## config.mk

```make
export PLATFORM = sky130hd
export DESIGN_NAME = mem_access_unit
export DESIGN_NICKNAME = d
export VERILOG_FILES = /design/src/rtl/mem_access_unit.sv
export SDC_FILE = /design/constraint.sdc
export NUM_CORES = 1
export LEC_CHECK = 0
export BUFFER_PORTS_ARGS = -buffer_cell sky130_fd_sc_hd__buf_2
export CAP_MARGIN = 25
export CORE_MARGIN = 2
export CORE_UTILIZATION = 47
export CTS_BUF_LIST = sky130_fd_sc_hd__clkbuf_16
export CTS_CLUSTER_DIAMETER = 40
export DETAILED_ROUTE_END_ITERATION = 12
export PLACE_DENSITY = 0.81
export SLEW_MARGIN = 15
export SYNTH_ARGS = -nofsm -noshare
export SYNTH_HDL_FRONTEND = slang
export SYNTH_SLANG_ARGS = --single-unit
```

## constraint.sdc

```tcl
create_clock -name clk -period 2 [get_ports clk]
set_input_delay 0 -clock clk [delete_from_list [all_inputs] [get_ports clk]]
set_output_delay 0 -clock clk [all_outputs]
set_load 0.01 [all_outputs]
```

## src/rtl/mem_access_unit.sv

```systemverilog
// Memory-access stage: passes ALU results to write-back, or runs a req/ack access for ldr/str.
// Optional MEM_TIMEOUT_EN aborts an unacknowledged access after TIMEOUT wait cycles and sets err.
module mem_access_unit #(
  parameter int RD_W    = 3,
  parameter int TIMEOUT = 16
) (
  input  logic            clk,
  input  logic            rst_n,
  input  logic            in_valid,
  input  logic [3:0]      op,
  input  logic [15:0]     alu_out,
  input  logic [15:0]     store_data,
  input  logic [RD_W-1:0] rd,
  output logic            stall,
  output logic            mem_req,
  output logic            mem_we,
  output logic [15:0]     mem_addr,
  output logic [15:0]     mem_wdata,
  input  logic            mem_ack,
  input  logic [15:0]     mem_rdata,
  output logic            wb_valid,
  output logic            wb_en,
  output logic [RD_W-1:0] wb_rd,
  output logic [15:0]     wb_data,
  output logic            err
);

  // Opcode values shared with the decoder's macro_defines.v encoding.
  localparam logic [3:0] OP_LDR = 4'h8;
  localparam logic [3:0] OP_STR = 4'h9;
  localparam logic [3:0] OP_BEQ = 4'hA;

  typedef enum logic {IDLE, WAIT} state_t;

  state_t          state;
  logic [RD_W-1:0] pend_rd;
  logic            is_mem;

  assign is_mem = (op == OP_LDR) || (op == OP_STR);
  assign stall  = ((state == IDLE) && in_valid && is_mem) || ((state == WAIT) && !mem_ack);

`ifdef MEM_TIMEOUT_EN
  localparam int CNT_W = $clog2(TIMEOUT + 1);
  logic [CNT_W-1:0] wait_cnt;
  logic             expired;
  logic             err_q;

  assign expired = (wait_cnt == CNT_W'(TIMEOUT - 1));
  assign err     = err_q;
`else
  assign err = 1'b0;
`endif

  always_ff @(posedge clk) begin
    if (!rst_n) begin
      state     <= IDLE;
      mem_req   <= 1'b0;
      mem_we    <= 1'b0;
      mem_addr  <= 16'h0000;
      mem_wdata <= 16'h0000;
      wb_valid  <= 1'b0;
      wb_en     <= 1'b0;
      wb_rd     <= '0;
      wb_data   <= 16'h0000;
      pend_rd   <= '0;
`ifdef MEM_TIMEOUT_EN
      wait_cnt  <= '0;
      err_q     <= 1'b0;
`endif
    end else begin
      wb_valid <= 1'b0;
      case (state)
        IDLE: begin
          if (in_valid) begin
            if (is_mem) begin
              mem_addr  <= alu_out;
              mem_wdata <= store_data;
              mem_we    <= (op == OP_STR);
              mem_req   <= 1'b1;
              pend_rd   <= rd;
              state     <= WAIT;
`ifdef MEM_TIMEOUT_EN
              wait_cnt  <= '0;
`endif
            end else begin
              wb_valid <= 1'b1;
              wb_data  <= alu_out;
              wb_rd    <= rd;
              wb_en    <= (op != OP_BEQ);
            end
          end
        end
        WAIT: begin
          // An ack arriving on the expiry cycle still completes normally.
          if (mem_ack) begin
            mem_req  <= 1'b0;
            state    <= IDLE;
            wb_valid <= 1'b1;
            wb_rd    <= pend_rd;
            wb_en    <= !mem_we;
            wb_data  <= mem_we ? mem_addr : mem_rdata;
          end
`ifdef MEM_TIMEOUT_EN
          else if (expired) begin
            mem_req  <= 1'b0;
            state    <= IDLE;
            wb_valid <= 1'b1;
            wb_rd    <= pend_rd;
            wb_en    <= 1'b0;
            wb_data  <= 16'h0000;
            err_q    <= 1'b1;
          end else begin
            wait_cnt <= wait_cnt + 1'b1;
          end
`endif
        end
        default: state <= IDLE;
      endcase
    end
  end

endmodule

```

==> out/qor.yml, run 1 <==
ys_seq_elements: 59
die_y_um: 79.6
grt.overflow.total: 0
post_dp_cell_area_um2: 3250
dieArea_um2: 6340
grt_pass1_vias: 2778
rr_worst_depth: 4
grt_max_degree: 37
root_buffer: "clkbuf_16"
ys_warn_count: 0
fill_cells: 424
critical_path_class: "register to output port"
holdWs_ps: 11.1
drv_cap: 0
report.final.slew_viol_count: 0
r2r_end: "mem_wdata[6]"
timing.slew.headroom_pct: 33.6
end_kind: "output port"
synth_area_per_cell_um2: 8.75
synth_top_family_by_area: "compound AO/OA/AOI/OAI gates"
ios: 116
grt_pass1_wl_mm: 13.0
leakagePower_nw: 1.69
cts_tree: "yes"
synthesis.instances: 307
pre_cts_ws_ps: 348
antenna_found_initial: 0
syn_area_um2: 2690
numCtsBuffers: 9
ys_types: 26
synth_xor_area_share_pct: 0
setup_viol: 0
required_ps: 2000
drt-total-wl_mm: 8.06
critical_path.endpoint: "stall"
finalNonFillerCells: 522
synthSimpleGateAreaFrac_pct: 15.1
syn-num-nets: 366
startpoint_type: "register"
outcome: "finished, final reports clean"
startpoint: "state"
powerDensity_nw_per_um2: 798
dp_hpwl_mm: 4.87
routabilityCongestion: 0.761
synth_adder_area_share_pct: 0
nets: 504
area_growth_syn_to_layout_pct: 44.9
rows: 27
core_um2: 5510
clock.fmax_ghz: 0.552
rrSetupSlack_ps: 310
worst_pin_slew_ps: 995
finalCriticalPeriod_ps: 1810
cts_max_path_buffers: 2
clock_skew_ps: 5.44
remaining_drc_errors: 0
grt_usage_pct: 26.6
clkTransAtPathRegs_ps: 50
ir_drop_mv: 0.686
first_pass_iters: 4
layout-drive-gt1-share_pct: 31.3
die_x_um: 79.6
fin_tns_setup_ps: 0
ant_nets: 0
muxShareOfSynthArea_pct: 7.50
layout_common_cells: "buf_2 (114), dfxtp_1 (59), nand3_1 (40), dlygate4sd3_1 (36), o21ai_0 (27)"
cts_resized: 0
synth_compound_area_share_pct: 27.1
fin_ws_ps: 188
post-route-period-util_pct: 90.6
wire_per_inst_um: 15.4
via_per_inst: 5.46
hold_violations: 0
finalInstanceArea_um2: 3890
hp-class: "input port to register"
arrival_ps: 1810
reg2reg_from: "state"
start_util_pct: 48.8
h-tree-depth: 3
critPathMaxFanout: 23
port_buffers: 114
rsz0062_at_grt: "false"
final_common_cell: "buf_2"
vias: 2852
clkLatencyLatePin_ps: 320
drtIter0Drc: 188
synth_seq_area_share_pct: 44.0
cts.sinks: 59
dp.cells: 470
diodes: 0
==> power by group <==
group          leakage (nW)  total [mW]  switching (mW)  internal, mW
clock network         0.144        1.46           0.510         0.946
registers             0.481        1.25          0.0256          1.23
logic                  1.06       0.398           0.204         0.194
total                  1.69        3.11           0.740          2.37
==> metrics by stage <==
stage	total power, mW	util [%]
after floorplan	1.47	-
after global placement	1.60	59.0
after detailed placement	1.61	59.0
after CTS	3.12	70.7
after global routing	3.24	70.7
final	3.11	70.7
==> worst min-delay path by stage <==
stage | startpoint | endpoint | slack, ps | cells after the start
after floorplan | alu_out[0] | mem_addr[0] | 150 | 2
after global placement | store_data[6] | mem_wdata[6] | 260 | 3
after detailed placement | alu_out[8] | mem_addr[8] | 270 | 3
after CTS | mem_ack | mem_req | 0.5 | 4
after global routing | in_valid | mem_addr[1] | 40 | 3
final | mem_ack | mem_req | 10 | 4
==> routing by layer <==
metal,up-vias,GRT usage (%),wire length [um]
li1,1379,-,-
met1,1321,32.6,3330
met2,136,43.6,3940
met3,16,7.24,597
met4,0,11.7,192
met5,-,0,0
==> timing repair <==
action,4_1_cts,5_1_grt
hold buffers,36,0
endpoints found under the hold margin,36,0
buffers inserted,0,0
==> worst max-delay path, stage by stage, from the launching register on <==
cell and delay, ps:
dfxtp_1 310, buf_4 210, nor4b_4 300, buf_4 320, nand2_1 130, nand2_1 90
buf_2 130
==> kinds of logic (layout without fill, tap and decap cells) <==
family | count (synthesis) | count (layout)
compound gates | 111 | 111
flops | 59 | 59
simple gates | 83 | 83
other cells | 1 | 1
mux | 20 | 20
buf+inv | 33 | 176
==> layout make-up <==
type / instances / area, um^2 / area share [%]
tap: 72 / 90.1 / 2.31
timing repair buffer: 158 / 991 / 25.4
sequential: 59 / 1180 / 30.3
clock buffer: 9 / 225 / 5.78
clock inverter: 7 / 60.1 / 1.54
multi-input combinational: 215 / 1340 / 34.4
inverter: 2 / 7.51 / 0.193
==> registers in the layout, summed over array words and instances (netlist names) <==
signal,flops
mem_addr,16
mem_wdata,16
wb_data,16
pend_rd,3
wb_rd,3
mem_req,1
mem_we,1
state,1
wb_en,1
wb_valid,1
==> Yosys cell counts <==
library cell	number	area [um^2]
inv_1	1	3.75
buf_2	7	35.0
o21ai_1	10	50.1
buf_4	1	7.51
mux2_2	1	11.3
o2bb2ai_1	16	140
clkbuf_1	19	71.3
dfxtp_1	59	1180
buf_6	4	45.0
a21boi_1	17	128
inv_2	1	3.75
mux2i_1	19	190
o211a_1	3	30.0
o22ai_1	1	6.26
and2_4	1	8.76
conb_1	1	3.75
nor4b_4	1	23.8
or4b_4	1	13.8
nor2_1	16	60.1
nand2b_1	1	6.26
nand2_1	22	82.6
or4bb_1	1	11.3
nand3_1	40	200
o21ai_0	27	135
a21boi_0	21	158
a21oi_1	16	80.1
(Power assumes the default switching activity.)
==> inputs of run 2 (changes only) <==
- BUFFER_PORTS_ARGS: -buffer_cell sky130_fd_sc_hd__buf_2 -> not set
- CORE_UTILIZATION: 47 -> 62
- DONT_BUFFER_PORTS: not set -> 1
- PLACE_DENSITY: 0.81 -> 0.8
==> out/qor.yml, run 2 (synthesis results as in run 1) <==
routabilityCongestion: 0.764  # was 0.761
outcome: "finished, final reports clean"  # unchanged
hp-class: "input port to register"  # unchanged
drt-total-wl_mm: 7.85  # was 8.06 mm
ir_drop_mv: 0.846  # was 0.686 mV
path_cells: "or4b_4, buf_4, o21ai_0, a21boi_0"  # was buf_4, nor4b_4, buf_4, nand2_1, nand2_1, buf_2
core_um2: 4090  # was 5510 um^2
grt_usage_pct: 32.3  # was 26.6%
fin_tns_setup_ps: 0  # unchanged
finalNonFillerCells: 404  # was 522
setup_viol: 0  # unchanged
clkLatencyLatePin_ps: 320  # about the same
dp.cells: 335  # was 470
reg.largest.list: "mem_addr: 16 flops, mem_wdata: 16 flops, wb_data: 16 flops"  # unchanged
critPathMaxFanout: 23  # unchanged
finalCriticalPeriod_ps: 1880  # was 1810 ps
clock_skew_ps: 4.75  # was 5.44 ps
diodes: 0  # unchanged
numCtsBuffers: 9  # unchanged
startpoint_type: "register"  # unchanged
hold_violations: 0  # unchanged
grt_pass1_vias: 2604  # was 2778
end_kind: "register"  # was output port
timing.slew.headroom_pct: 40.7  # was 33.6%
dieArea_um2: 4880  # was 6340 um^2
leakagePower_nw: 1.22  # was 1.69 nW
drv_cap: 0  # unchanged
cts_max_path_buffers: 2  # unchanged
root_buffer: "clkbuf_16"  # unchanged
start_util_pct: 65.7  # was 48.8%
die_y_um: 69.8  # was 79.6 um
hold_path_end: "wb_data[11]"  # was mem_req
post_dp_cell_area_um2: 2660  # was 3250 um^2
finalInstanceArea_um2: 3460  # was 3890 um^2
grt.overflow.total: 0  # unchanged
cp_slowest_stage_delay_ps: 690  # was 320 ps
port_buffers: 0  # was 114
slowest_stage: "or4b_4"  # was buf_4
startpoint: "state"  # unchanged
rrSetupSlack_ps: 120  # was 310 ps
h-tree-depth: 3  # unchanged
layout_common_cells: "dfxtp_1 (59), dlygate4sd3_1 (50), nand3_1 (40), o21ai_0 (27), nand2_1 (22)"  # was buf_2 (114), dfxtp_1 (59), nand3_1 (40), dlygate4sd3_1 (36), o21ai_0 (27)
remaining_drc_errors: 0  # unchanged
nets: 408  # was 504
layout-drive-gt1-share_pct: 7.91  # was 31.3%
post-route-period-util_pct: 93.8  # was 90.6%
area_growth_syn_to_layout_pct: 28.9  # was 44.9%
power_mw: 2.88  # was 3.11 mW
r2r_end: "mem_wdata[13]"  # was mem_wdata[6]
fin_ws_ps: 124  # was 188 ps
rows: 23  # was 27
wire_per_inst_um: 19.4  # was 15.4 um
rr_worst_depth: 4  # unchanged
clkTransAtPathRegs_ps: 50  # about the same
grt_pass1_wl_mm: 12.4  # was 13.0 mm
reg2reg_from: "state"  # unchanged
powerDensity_nw_per_um2: 833  # was 798 nW/um^2
cts.sinks: 59  # unchanged
report.final.slew_viol_count: 0  # unchanged
hold_depth: 3  # was 4
die_x_um: 69.8  # was 79.6 um
required_ps: 2180  # was 2000 ps
clock.fmax_ghz: 0.533  # was 0.552 GHz
vias: 2518  # was 2852
critical_path_class: "register to register"  # was register to output port
worst_pin_slew_ps: 889  # was 995 ps
via_per_inst: 6.23  # was 5.46
final_common_cell: "dfxtp_1"  # was buf_2
min_from: "mem_rdata[11]"  # was mem_ack
pre_cts_ws_ps: 300  # was 348 ps
ant_nets: 0  # unchanged
arrival_ps: 2060  # was 1810 ps
cts_tree: "yes"  # unchanged
antenna_found_initial: 0  # unchanged
grt_max_degree: 60  # was 37
rsz0062_at_grt: "false"  # unchanged
first_pass_iters: 4  # unchanged
ios: 116  # unchanged
drtIter0Drc: 156  # was 188
dp_hpwl_mm: 4.19  # was 4.87 mm
fill_cells: 244  # was 424
[run 2: cell count changes in the layout (fill, tap and decap cells not counted), moves of 2 or more]
cell and change:
buf_2 -114, buf_6 +2, dlygate4sd3_1 +14, inv_1 +2
[run 2: per-layer routing]
layer / global-route usage (%) / up-vias / share of wire [%]
met1: 34.6 / 1198 / 39
met3: 12.9 / 23 / 7.5
met4: 16.9 / 0 / 3.5
li1: - / 1184 / -
met2: 54.6 / 113 / 50
met5: 0 / - / 0
[run 2: worst max path at each step]
stage | to | slack [ps] | depth (start not counted)
6_report | mem_wdata[13] | 120 | 4
5_1_grt | mem_addr[15] | 6 | 6
4_1_cts | mem_addr[15] | 20 | 6
3_5_place_dp | mem_wdata[13] | 300 | 4
3_3_place_gp | mem_wdata[2] | 390 | 4
2_1_floorplan | mem_addr[0] | 460 | 6
[run 2: stage by stage]
step                utilization, %  hold WS (ps)
floorplan                        -           147
global placement              65.0           137
detailed placement            65.0           148
CTS                           84.0         0.809
global route                  84.7          13.0
finish                        84.7          7.36
[run 2: what timing repair did]
action                     CTS  global route
hold endpoints to repair    59             0
hold buffers                51             0
setup endpoints to repair    0             8
gates resized for setup      0             3
buffers inserted             0             1
[run 2: critical path, delay by kind of cell, from the launching register on]
kind	cells	cell delay, ps
compound gates	2	450
buf+inv	1	260
flops	1	340
simple gates	1	690
[run 2: final cells by class]
class,count,area (um^2),area share [%]
clock buffers,9,225,6.51
clock inverters,7,28.8,0.831
inverters,2,7.51,0.217
well taps,50,62.6,1.81
flip-flops and latches,59,1180,34.1
repair buffers,62,618,17.9
multi-input cells,215,1340,38.7
[run 2: power breakdown]
group	internal, mW	leakage (nW)	switching [mW]
Sequential	1.23	0.481	0.0553
Combinational	0.147	0.604	0.151
Clock	0.808	0.138	0.495
